--- src/rtl/ex_mem_wb_pipe.sv ---
// ex_mem_wb_pipe: EX/MEM and MEM/WB pipeline registers of the 5-stage RISC-V core,
// plus the data-memory wait FSM (with timeout), memory stall and load-use detection.
// Optional feature macro: PIPE_STALL_CNT_EN adds a saturating stall_cycles counter port.
`timescale 1ns/1ps

module ex_mem_wb_pipe #(
    parameter int DATA_W      = 32,
    parameter int MEM_TIMEOUT = 255
) (
    input  logic              clk,
    input  logic              arst,
    input  logic              ex_valid,
    input  logic [4:0]        ex_rd,
    input  logic              ex_reg_write,
    input  logic              ex_mem_read,
    input  logic [DATA_W-1:0] ex_alu_result,
    input  logic [4:0]        ex_rs1,
    input  logic [4:0]        ex_rs2,
    input  logic              flush_ex,
    input  logic              mem_ready,
    input  logic [DATA_W-1:0] mem_rdata,
    output logic [4:0]        rd_EX_MEM,
    output logic              reg_write_EX_MEM,
    output logic              mem_read_EX_MEM,
    output logic [DATA_W-1:0] alu_result_EX_MEM,
    output logic [4:0]        rd_MEM_WB,
    output logic              reg_write_MEM_WB,
    output logic [DATA_W-1:0] wb_data_MEM_WB,
    output logic              stall,
    output logic              load_use_hazard,
    output logic              mem_timeout
`ifdef PIPE_STALL_CNT_EN
    ,
    output logic [31:0]       stall_cycles
`endif
);

    localparam int            CW = $clog2(MEM_TIMEOUT + 1);
    localparam logic [CW-1:0] TO = CW'(MEM_TIMEOUT);

    typedef enum logic {S_RUN, S_WAIT} state_t;

    state_t            r_state, w_state_nxt;
    logic [CW-1:0]     r_cnt, w_cnt_nxt;
    logic              w_force_done;

    logic [4:0]        r_rd_em;
    logic              r_rw_em;
    logic              r_mr_em;
    logic [DATA_W-1:0] r_alu_em;
    logic [4:0]        r_rd_mw;
    logic              r_rw_mw;
    logic [DATA_W-1:0] r_wb_mw;
    logic              r_timeout;

    logic              w_load;
    logic              w_stall;
    logic              w_hazard;
    logic              w_bubble;
    logic [DATA_W-1:0] w_wb_data;

    // A load only matters for waiting when it will actually write a register
    assign w_load    = r_mr_em & r_rw_em;
    assign w_stall   = w_load & ~mem_ready & ~w_force_done;
    assign w_hazard  = r_rw_em & r_mr_em & ((r_rd_em == ex_rs1) | (r_rd_em == ex_rs2)) & ex_valid;
    assign w_bubble  = flush_ex | ~ex_valid | w_hazard;
    // A force-completed load writes zero rather than whatever is on the bus
    assign w_wb_data = r_mr_em ? (w_force_done ? '0 : mem_rdata) : r_alu_em;

    assign rd_EX_MEM         = r_rd_em;
    assign reg_write_EX_MEM  = r_rw_em;
    assign mem_read_EX_MEM   = r_mr_em;
    assign alu_result_EX_MEM = r_alu_em;
    assign rd_MEM_WB         = r_rd_mw;
    assign reg_write_MEM_WB  = r_rw_mw;
    assign wb_data_MEM_WB    = r_wb_mw;
    assign stall             = w_stall;
    assign load_use_hazard   = w_hazard;
    assign mem_timeout       = r_timeout;

    // Memory wait FSM state and wait counter
    always_ff @(posedge clk or posedge arst) begin
        if (arst) begin
            r_state <= S_RUN;
            r_cnt   <= '0;
        end else begin
            r_state <= w_state_nxt;
            r_cnt   <= w_cnt_nxt;
        end
    end

    // Next-state: enter WAIT on a load without data, leave on data or on timeout
    always_comb begin
        w_state_nxt  = r_state;
        w_cnt_nxt    = r_cnt;
        w_force_done = 1'b0;
        case (r_state)
            S_RUN: begin
                if (w_load && !mem_ready) begin
                    w_state_nxt = S_WAIT;
                    w_cnt_nxt   = CW'(1);
                end
            end
            S_WAIT: begin
                if (mem_ready) begin
                    w_state_nxt = S_RUN;
                    w_cnt_nxt   = '0;
                end else if (r_cnt == TO) begin
                    w_force_done = 1'b1;
                    w_state_nxt  = S_RUN;
                    w_cnt_nxt    = '0;
                end else begin
                    w_cnt_nxt = r_cnt + CW'(1);
                end
            end
            default: begin
                w_state_nxt = S_RUN;
                w_cnt_nxt   = '0;
            end
        endcase
    end

    // EX/MEM register: hold on stall (flush cannot kill the older load), else bubble or capture
    always_ff @(posedge clk or posedge arst) begin
        if (arst) begin
            r_rd_em  <= '0;
            r_rw_em  <= 1'b0;
            r_mr_em  <= 1'b0;
            r_alu_em <= '0;
        end else if (!w_stall) begin
            if (w_bubble) begin
                r_rd_em  <= '0;
                r_rw_em  <= 1'b0;
                r_mr_em  <= 1'b0;
                r_alu_em <= '0;
            end else begin
                r_rd_em  <= ex_rd;
                r_rw_em  <= ex_reg_write & (ex_rd != 5'd0);
                r_mr_em  <= ex_mem_read;
                r_alu_em <= ex_alu_result;
            end
        end
    end

    // MEM/WB register: bubble while the load waits, otherwise retire EX/MEM
    always_ff @(posedge clk or posedge arst) begin
        if (arst) begin
            r_rd_mw <= '0;
            r_rw_mw <= 1'b0;
            r_wb_mw <= '0;
        end else if (w_stall) begin
            r_rd_mw <= '0;
            r_rw_mw <= 1'b0;
            r_wb_mw <= '0;
        end else begin
            r_rd_mw <= r_rd_em;
            r_rw_mw <= r_rw_em;
            r_wb_mw <= w_wb_data;
        end
    end

    // Sticky timeout flag, cleared only by reset
    always_ff @(posedge clk or posedge arst) begin
        if (arst)              r_timeout <= 1'b0;
        else if (w_force_done) r_timeout <= 1'b1;
    end

`ifdef PIPE_STALL_CNT_EN
    logic [31:0] r_stall_cycles;
    assign stall_cycles = r_stall_cycles;

    // Saturating count of cycles lost to memory stalls or load-use hazards
    always_ff @(posedge clk or posedge arst) begin
        if (arst)
            r_stall_cycles <= '0;
        else if ((w_stall || w_hazard) && (r_stall_cycles != 32'hFFFF_FFFF))
            r_stall_cycles <= r_stall_cycles + 32'd1;
    end
`endif

endmodule

--- config.mk ---
export PLATFORM = sky130hd
export DESIGN_NAME = ex_mem_wb_pipe
export DESIGN_NICKNAME = d
export VERILOG_FILES = /design/src/rtl/ex_mem_wb_pipe.sv
export SDC_FILE = /design/constraint.sdc
export NUM_CORES = 1
export LEC_CHECK = 0
export ABC_AREA = 1
export CORE_ASPECT_RATIO = 0.75
export CORE_MARGIN = 5
export CORE_UTILIZATION = 47
export DETAILED_ROUTE_END_ITERATION = 8
export PLACE_DENSITY = 0.94
export SETUP_SLACK_MARGIN = 0.5
export SYNTH_ARGS = -nofsm -noshare
export SYNTH_HDL_FRONTEND = slang
export SYNTH_SLANG_ARGS = --single-unit
--- constraint.sdc ---
create_clock -name clk -period 5.9 [get_ports clk]
set_input_delay 0.59 -clock clk [delete_from_list [all_inputs] [get_ports clk]]
set_output_delay 0.59 -clock clk [all_outputs]
set_load 0.01 [all_outputs]
==> summary.md, run 1 <==
| Metric | Value |
|---|---|
| Status | finished, final reports clean |
| RSZ-0062 raised after global routing | false |
| Total congestion overflow | 0 |
| Setup ws final | 1.99 ns |
| HP Class | flop to flop |
| Post-detailed-route count of antenna-violating nets | 0 |
| Crit. End Element | output port |
| Synth cell count leaders | nand2_1, inv_1, dfrtp_1 |
| CTS resizes | 0 |
| Count of unique library cells instantiated by Yosys | 24 |
| Share of the synthesized area in the top cell type | 51.1% |
| Initial Utilization | 47.7% |
| Slew @ Worst Pin | 0.878 ns |
| Post-synthesis sequential area ratio | 51.1% |
| Syn Inst Count | 552 |
| Insertion delay to the later sink of the worst-skew pair | 0.34 ns |
| Syn Nets | 639 |
| CTS Root Cell | clkbuf_16 |
| DIE AREA | 11100 sq um |
| Worst Path Arrival | 3.32 ns |
| Die extent in x | 120 microns |
| Vias in the first global route | 4277 |
| Tmin final | 3.91 ns |
| Setup tns final | 0 ns |
| First-pass GRT wire length | 20800 microns |
| VDD IR max | 0.146 mV |
| I/O pin cnt | 166 |
| Required time of the critical path | 5.31 ns |
| Crit start category | primary input |
| Synthesis-to-finish area growth | 47.5% |
| Fill cells | 693 |
| Most instantiated library cell after synthesis | nand2_1 |
| CTS Hold Buffers Added | 0 |
| Post-DP HPWL | 9010 microns |
| Cell leakage power | 3.27 nW |
| Initial antenna violation count | 0 |
| Yosys reg bits | 87 |
| Clock-pin slew on the worst setup and hold paths | 0.06 ns |
| Fin Clk Skew | 0.00428 ns |
| Clock Path Buffers | 2 |
| H-tree Lvls | 3 |
| Power density over the cells | 254 nW/um^2 |
| Max-Cap Viols | 0 |
| EDFF count, synth | 0 |
| Via count of the routed design | 4211 |
| DR pass1 iterations | 5 |
| DRC viols | 0 |
| CTS buffer count | 9 |
| Critical path peak fanout | 44 |
| Total power | 1.60 mW |
| Layout cells sized above 1 | 4.12% |
| Clock Sinks | 87 |
| CTS tree | built |
| Nets | 787 |
| Endpoints failing setup | 0 |
| Vias per cell | 5.16 |
| Initial DRC Count | 425 |
| Critical path class | primary input to output port |
| Die H | 92.5 microns |
| Final period util | 66.2% |
| Main area contributors after synthesis | dfrtp_1, nand2_1, inv_1 |
| Synth Cell Area | 4260 sq um |
| Final hold violations | 0 |
| Relative slew slack | 41.3% |
| WL/cell | 15.7 microns |
| Final GP Congestion | 0.881 |
| Async S/R FF share, synth | 100% |
| Core region area | 8930 sq um |
| Slew Limit Fails | 0 |
| Total track usage | 23.2% |
| Largest net degree at the start of global routing | 71 |
| Syn Area/Cell | 7.72 sq um |
| Leading area contributor after synthesis | dfrtp_1 |
| Setup WS pre-CTS | 2.01 ns |
| F_max | 256 MHz |
| YS warnings | 0 |
| ANT cells | 0 |
| WL final | 12800 microns |
| Post-CTS Setup Inserts | 0 |
| FP Rows | 30 |
| Port Buffer Count | 165 |
| Top FF cell, synth | dfrtp_1 |
power breakdown:
group          leakage [nW]  switching [mW]  total (mW)  internal (mW)
Sequential             1.15          0.0330       0.674          0.641
Clock                 0.159           0.234       0.648          0.413
Combinational          1.96           0.126       0.274          0.148
Total                  3.27           0.394        1.60           1.20
critical path: stages:
cell	delay [ns]
clkdlybuf4s50_1	0.50
nor2_4	0.13
buf_4	0.38
nand2_4	0.34
inv_2	0.67
clkdlybuf4s50_1	0.68
logic make-up (layout without fill, tap and decap cells):
| family | Yosys count | in the layout | synth area share [%] |
|---|---|---|---|
| and+or+nand+nor | 248 | 248 | 23.8 |
| buffers and inverters | 130 | 282 | 12.2 |
| DFF | 87 | 87 | 51.1 |
| AOI/OAI and AO/OA | 81 | 81 | 11.6 |
| xor gates and xnor gates | 5 | 5 | 1.03 |
| adders and majority gates | 1 | 1 | 0.293 |
sequential cells by signal (all words and copies together), names as in the netlist:
register           flops
wb_data_MEM_WB        32
r_cnt                  8
mem_timeout            1
r_state                1
reg_write_EX_MEM       1
alu_result_EX_MEM     32
rd_MEM_WB              5
reg_write_MEM_WB       1
mem_read_EX_MEM        1
rd_EX_MEM              5
final timing paths:
| check | slack, ns | from | depth (start not counted) | to |
|---|---|---|---|---|
| min reg2reg | 0.48 | mem_timeout | 2 | mem_timeout |
| min in group asynchronous | 0.67 | arst | 2 | wb_data_MEM_WB[9] |
| max in group asynchronous | 4.18 | arst | 3 | mem_read_EX_MEM |
| min | 0.48 | mem_timeout | 2 | mem_timeout |
| max reg2reg | 3.57 | reg_write_EX_MEM | 7 | rd_EX_MEM[3] |
| max | 1.99 | mem_ready | 6 | stall |
final cells by class:
type / count / area, sq um / area share [%]
clock inverters: 5 / 106 / 1.69
clock buffers: 10 / 229 / 3.64
flip-flops and latches: 87 / 2180 / 34.6
well taps: 112 / 140 / 2.23
multi-input cells: 335 / 1580 / 25.1
repair buffers: 170 / 1690 / 26.9
inverters: 97 / 365 / 5.81
cell usage in the layout (no fill, tap or decap), drive strengths merged, types with 2 or more instances in the layout:
cell / synthesis / layout
a21oi: 39 / 39
buf: 24 / 5
bufinv: 0 / 3
clkbuf: 9 / 10
clkdlybuf4s50: 0 / 165
dfrtp: 87 / 87
inv: 97 / 97
nand2: 178 / 178
nand3: 45 / 45
nor2: 22 / 22
o211ai: 32 / 32
o21ai: 6 / 6
o22ai: 3 / 3
xnor2: 3 / 3
xor2: 2 / 2
per-layer routing:
metal | vias up | track usage [%] | wire length, microns
li1 | 2009 | - | -
met4 | 0 | 6.48 | 250
met1 | 1971 | 27.8 | 5210
met2 | 204 | 41.0 | 6310
met5 | - | 0 | 0
met3 | 27 | 6.59 | 1070
metrics by stage:
stage          hold WS [ns]  cell area, sq um  utilization (%)  cells
2_1_floorplan         0.466              4260                -    552
3_3_place_gp          0.449              5950             66.6    801
3_5_place_dp          0.461              5950             66.6    801
4_1_cts               0.478              6290             70.4    816
5_1_grt               0.508              6290             70.4    816
6_report              0.477              6290             70.4    816
Power figures use the tool's default switching activity.
==> inputs of run 2 (changes only) <==
--- a/config.mk
+++ b/config.mk
@@ -8,9 +8,9 @@
 export ABC_AREA = 1
 export CORE_ASPECT_RATIO = 0.75
 export CORE_MARGIN = 5
-export CORE_UTILIZATION = 47
+export CORE_UTILIZATION = 44
 export DETAILED_ROUTE_END_ITERATION = 8
-export PLACE_DENSITY = 0.94
+export PLACE_DENSITY = 0.9
 export SETUP_SLACK_MARGIN = 0.5
 export SYNTH_ARGS = -nofsm -noshare
 export SYNTH_HDL_FRONTEND = slang
==> constraint.sdc (replaced) <==
create_clock -name clk -period 3.9 [get_ports clk]
set_input_delay 0.39 -clock clk [delete_from_list [all_inputs] [get_ports clk]]
set_output_delay 0.39 -clock clk [all_outputs]
set_load 0.01 [all_outputs]
==> run 2 against run 1 <==
Effect of this change: hold slack got worse by 0.19 ns; global-route usage decreased by 0.21 points; count of clock-buffer cells in the layout increased by 2; setup slack got worse by 0.84 ns; sequential power increased by 51%; critical path depth increased by 1; clock skew about the same; final area increased by 0.66%; cell count increased by 2.9%; flip-flop and latch count unchanged; routed wire length increased by 4.1%; largest cell class unchanged.
==> summary.md, run 2 (synthesized netlist as in run 1, its figures left out) <==
| Metric | Value |
|---|---|
| Status | finished, final reports clean (unchanged) |
| Cell family with most CP delay | simple AND/OR/NAND/NOR gates (was buffers and inverters) |
| Layout cells sized above 1 | 4.53% (was 4.12%) |
| Initial DRC Count | 341 (was 425) |
| Largest net degree at the start of global routing | 71 (unchanged) |
| Critical path class | flop to output port (was primary input to output port) |
| WL final | 13400 microns (was 12800 microns) |
| Post-detailed-route count of antenna-violating nets | 0 (unchanged) |
| CTS buffer count | 9 (unchanged) |
| Final GP Congestion | 0.925 (was 0.881) |
| Total track usage | 23.0% (was 23.2%) |
| CTS Hold Buffers Added | 0 (unchanged) |
| Tmin final | 2.74 ns |
| Slew @ Worst Pin | 0.961 ns (was 0.878 ns) |
| Vias in the first global route | 4386 (was 4277) |
| Die H | 95.2 microns (was 92.5 microns) |
| Final period util | 70.4% |
| CTS tree | built (unchanged) |
| Required time of the critical path | 3.51 ns (was 5.31 ns) |
| Final hold violations | 0 (unchanged) |
| Met3 Use GR | 6.29% (was 6.59%) |
| DR pass1 iterations | 5 (unchanged) |
| F_max | 364 MHz |
| Clock Sinks | 87 (unchanged) |
| Power density over the cells | 376 nW/um^2 (was 254 nW/um^2) |
| GR peak layer | met2 (unchanged) |
| Port Buffer Count | 165 (unchanged) |
| Cell leakage power | 3.28 nW (was 3.27 nW) |
| VDD IR max | 0.228 mV (was 0.146 mV) |
| Met2 Usage GRT | 40.0% (was 41.0%) |
| Total congestion overflow | 0 (unchanged) |
| Crit path buf inv count | 2 (was 4) |
| Endpoints failing setup | 0 (unchanged) |
| Max-Cap Viols | 0 (unchanged) |
| Cell depth of the worst setup path | 7 (was 6) |
| Relative slew slack | 35.8% (was 41.3%) |
| Slew Limit Fails | 0 (unchanged) |
| RSZ-0062 raised after global routing | false (unchanged) |
| Setup tns final | 0 ns (unchanged) |
| Slowest stage delay, CP | 0.49 ns (was 0.68 ns) |
| DRC viols | 0 (unchanged) |
| FP Rows | 31 (was 30) |
| Slowest cell on the critical path | clkdlybuf4s50_1 (unchanged) |
| Worst Path Arrival | 2.35 ns (was 3.32 ns) |
| CTS resizes | 0 (unchanged) |
| Via count of the routed design | 4289 (was 4211) |
| Setup WS pre-CTS | 1.25 ns (was 2.01 ns) |
| Clock-pin slew on the worst setup and hold paths | 0.06 ns (about the same) |
| Crit. End Element | output port (unchanged) |
| WL/cell | 15.9 microns (was 15.7 microns) |
| Critical Path, Cell by Cell | ha_1 -> nand2_1 -> nor2_2 -> nand3_2 -> nand2_4 -> inv_2 -> clkdlybuf4s50_1 (was clkdlybuf4s50_1 -> nor2_4 -> buf_4 -> nand2_4 -> inv_2 -> clkdlybuf4s50_1) |
| DIE AREA | 11800 sq um (was 11100 sq um) |
| HP Class | primary input to async pin (was flop to flop) |
| CTS Root Cell | clkbuf_16 (unchanged) |
| Commonest non-fill, non-tap cell in the layout | nand2_1 (unchanged) |
| I/O pin cnt | 166 (unchanged) |
| Synthesis-to-finish area growth | 48.5% (was 47.5%) |
| Fill cells | 790 (was 693) |
| Die extent in x | 124 microns (was 120 microns) |
| Fin Clk Skew | 0.00465 ns (was 0.00428 ns) |
| Critical path peak fanout | 35 (was 44) |
| Insertion delay to the later sink of the worst-skew pair | 0.33 ns (was 0.34 ns) |
| FF-to-FF path depth | 9 (was 7) |
| Commonest cells after routing, fill and taps aside | nand2_1, clkdlybuf4s50_1, inv_1, dfrtp_1, nand3_1 (unchanged) |
| First-pass GRT wire length | 21200 microns (was 20800 microns) |
| Post-CTS Setup Inserts | 0 (unchanged) |
| Setup ws final | 1.16 ns (was 1.99 ns) |
| Met1 usage | 27.7% (was 27.8%) |
| Post-DP HPWL | 9300 microns (was 9010 microns) |
| Nets | 789 (was 787) |
| Vias per cell | 5.11 (was 5.16) |
| Crit start category | flop (was primary input) |
| H-tree Lvls | 3 (unchanged) |
| Initial Utilization | 44.7% (was 47.7%) |
| Core region area | 9540 sq um (was 8930 sq um) |
| Clock Path Buffers | 2 (unchanged) |
| Initial antenna violation count | 1 (was 0) |
## run 2: through the flow
| stage | instance area, sq um | util, % | hold slack (ns) | cells | total power, mW |
|---|---|---|---|---|---|
| detailed placement | 5990 | 62.8 | 0.489 | 823 | 1.45 |
| floorplan | 4260 | - | 0.466 | 552 | 1.21 |
| global placement | 5990 | 62.8 | 0.473 | 823 | 1.43 |
| CTS | 6330 | 66.3 | 0.290 | 839 | 2.39 |
| finish | 6330 | 66.3 | 0.291 | 840 | 2.38 |
| global route | 6330 | 66.3 | 0.305 | 840 | 2.49 |
## run 2: worst register-to-register path: stages (launching register included)
cell,delay [ns]
dfrtp_1,0.38
ha_1,0.21
nand2_1,0.10
nor2_2,0.22
nand3_2,0.16
nand2_4,0.38
inv_2,0.08
buf_4,0.29
nand2_1,0.16
nand2_1,0.06
## run 2: path summary, 6_finish.rpt
kind | startpoint | to | slack (ns)
max | r_cnt[1] | stall | 1.16
min | arst | wb_data_MEM_WB[16] | 0.29
max reg2reg | r_cnt[1] | alu_result_EX_MEM[17] | 1.74
min reg2reg | alu_result_EX_MEM[15] | alu_result_EX_MEM[15] | 0.50
max in group asynchronous | arst | mem_read_EX_MEM | 2.84
min in group clk | alu_result_EX_MEM[15] | alu_result_EX_MEM[15] | 0.50
## run 2: final cells by class
class,count,area [sq um],share of cell area [%]
diodes,1,2.50,0.0395
clock buffers,12,256,4.05
clock inverters,4,77.6,1.23
inverters,97,365,5.77
multi-input cells,335,1580,25.0
flip-flops and latches,87,2180,34.4
well taps,132,165,2.61
repair buffers,172,1700,26.9
## run 2: layer usage
metal	part of all wire [%]	wire length (microns)
met1	39	5260
met2	50	6680
met3	9.2	1230
met4	1.5	195
met5	0	0
## run 2: power by group
group | internal [mW] | switching (mW) | leakage (nW)
clock | 0.599 | 0.348 | 0.163
sequential | 0.970 | 0.0486 | 1.15
combinational | 0.225 | 0.190 | 1.97
total | 1.79 | 0.587 | 3.28
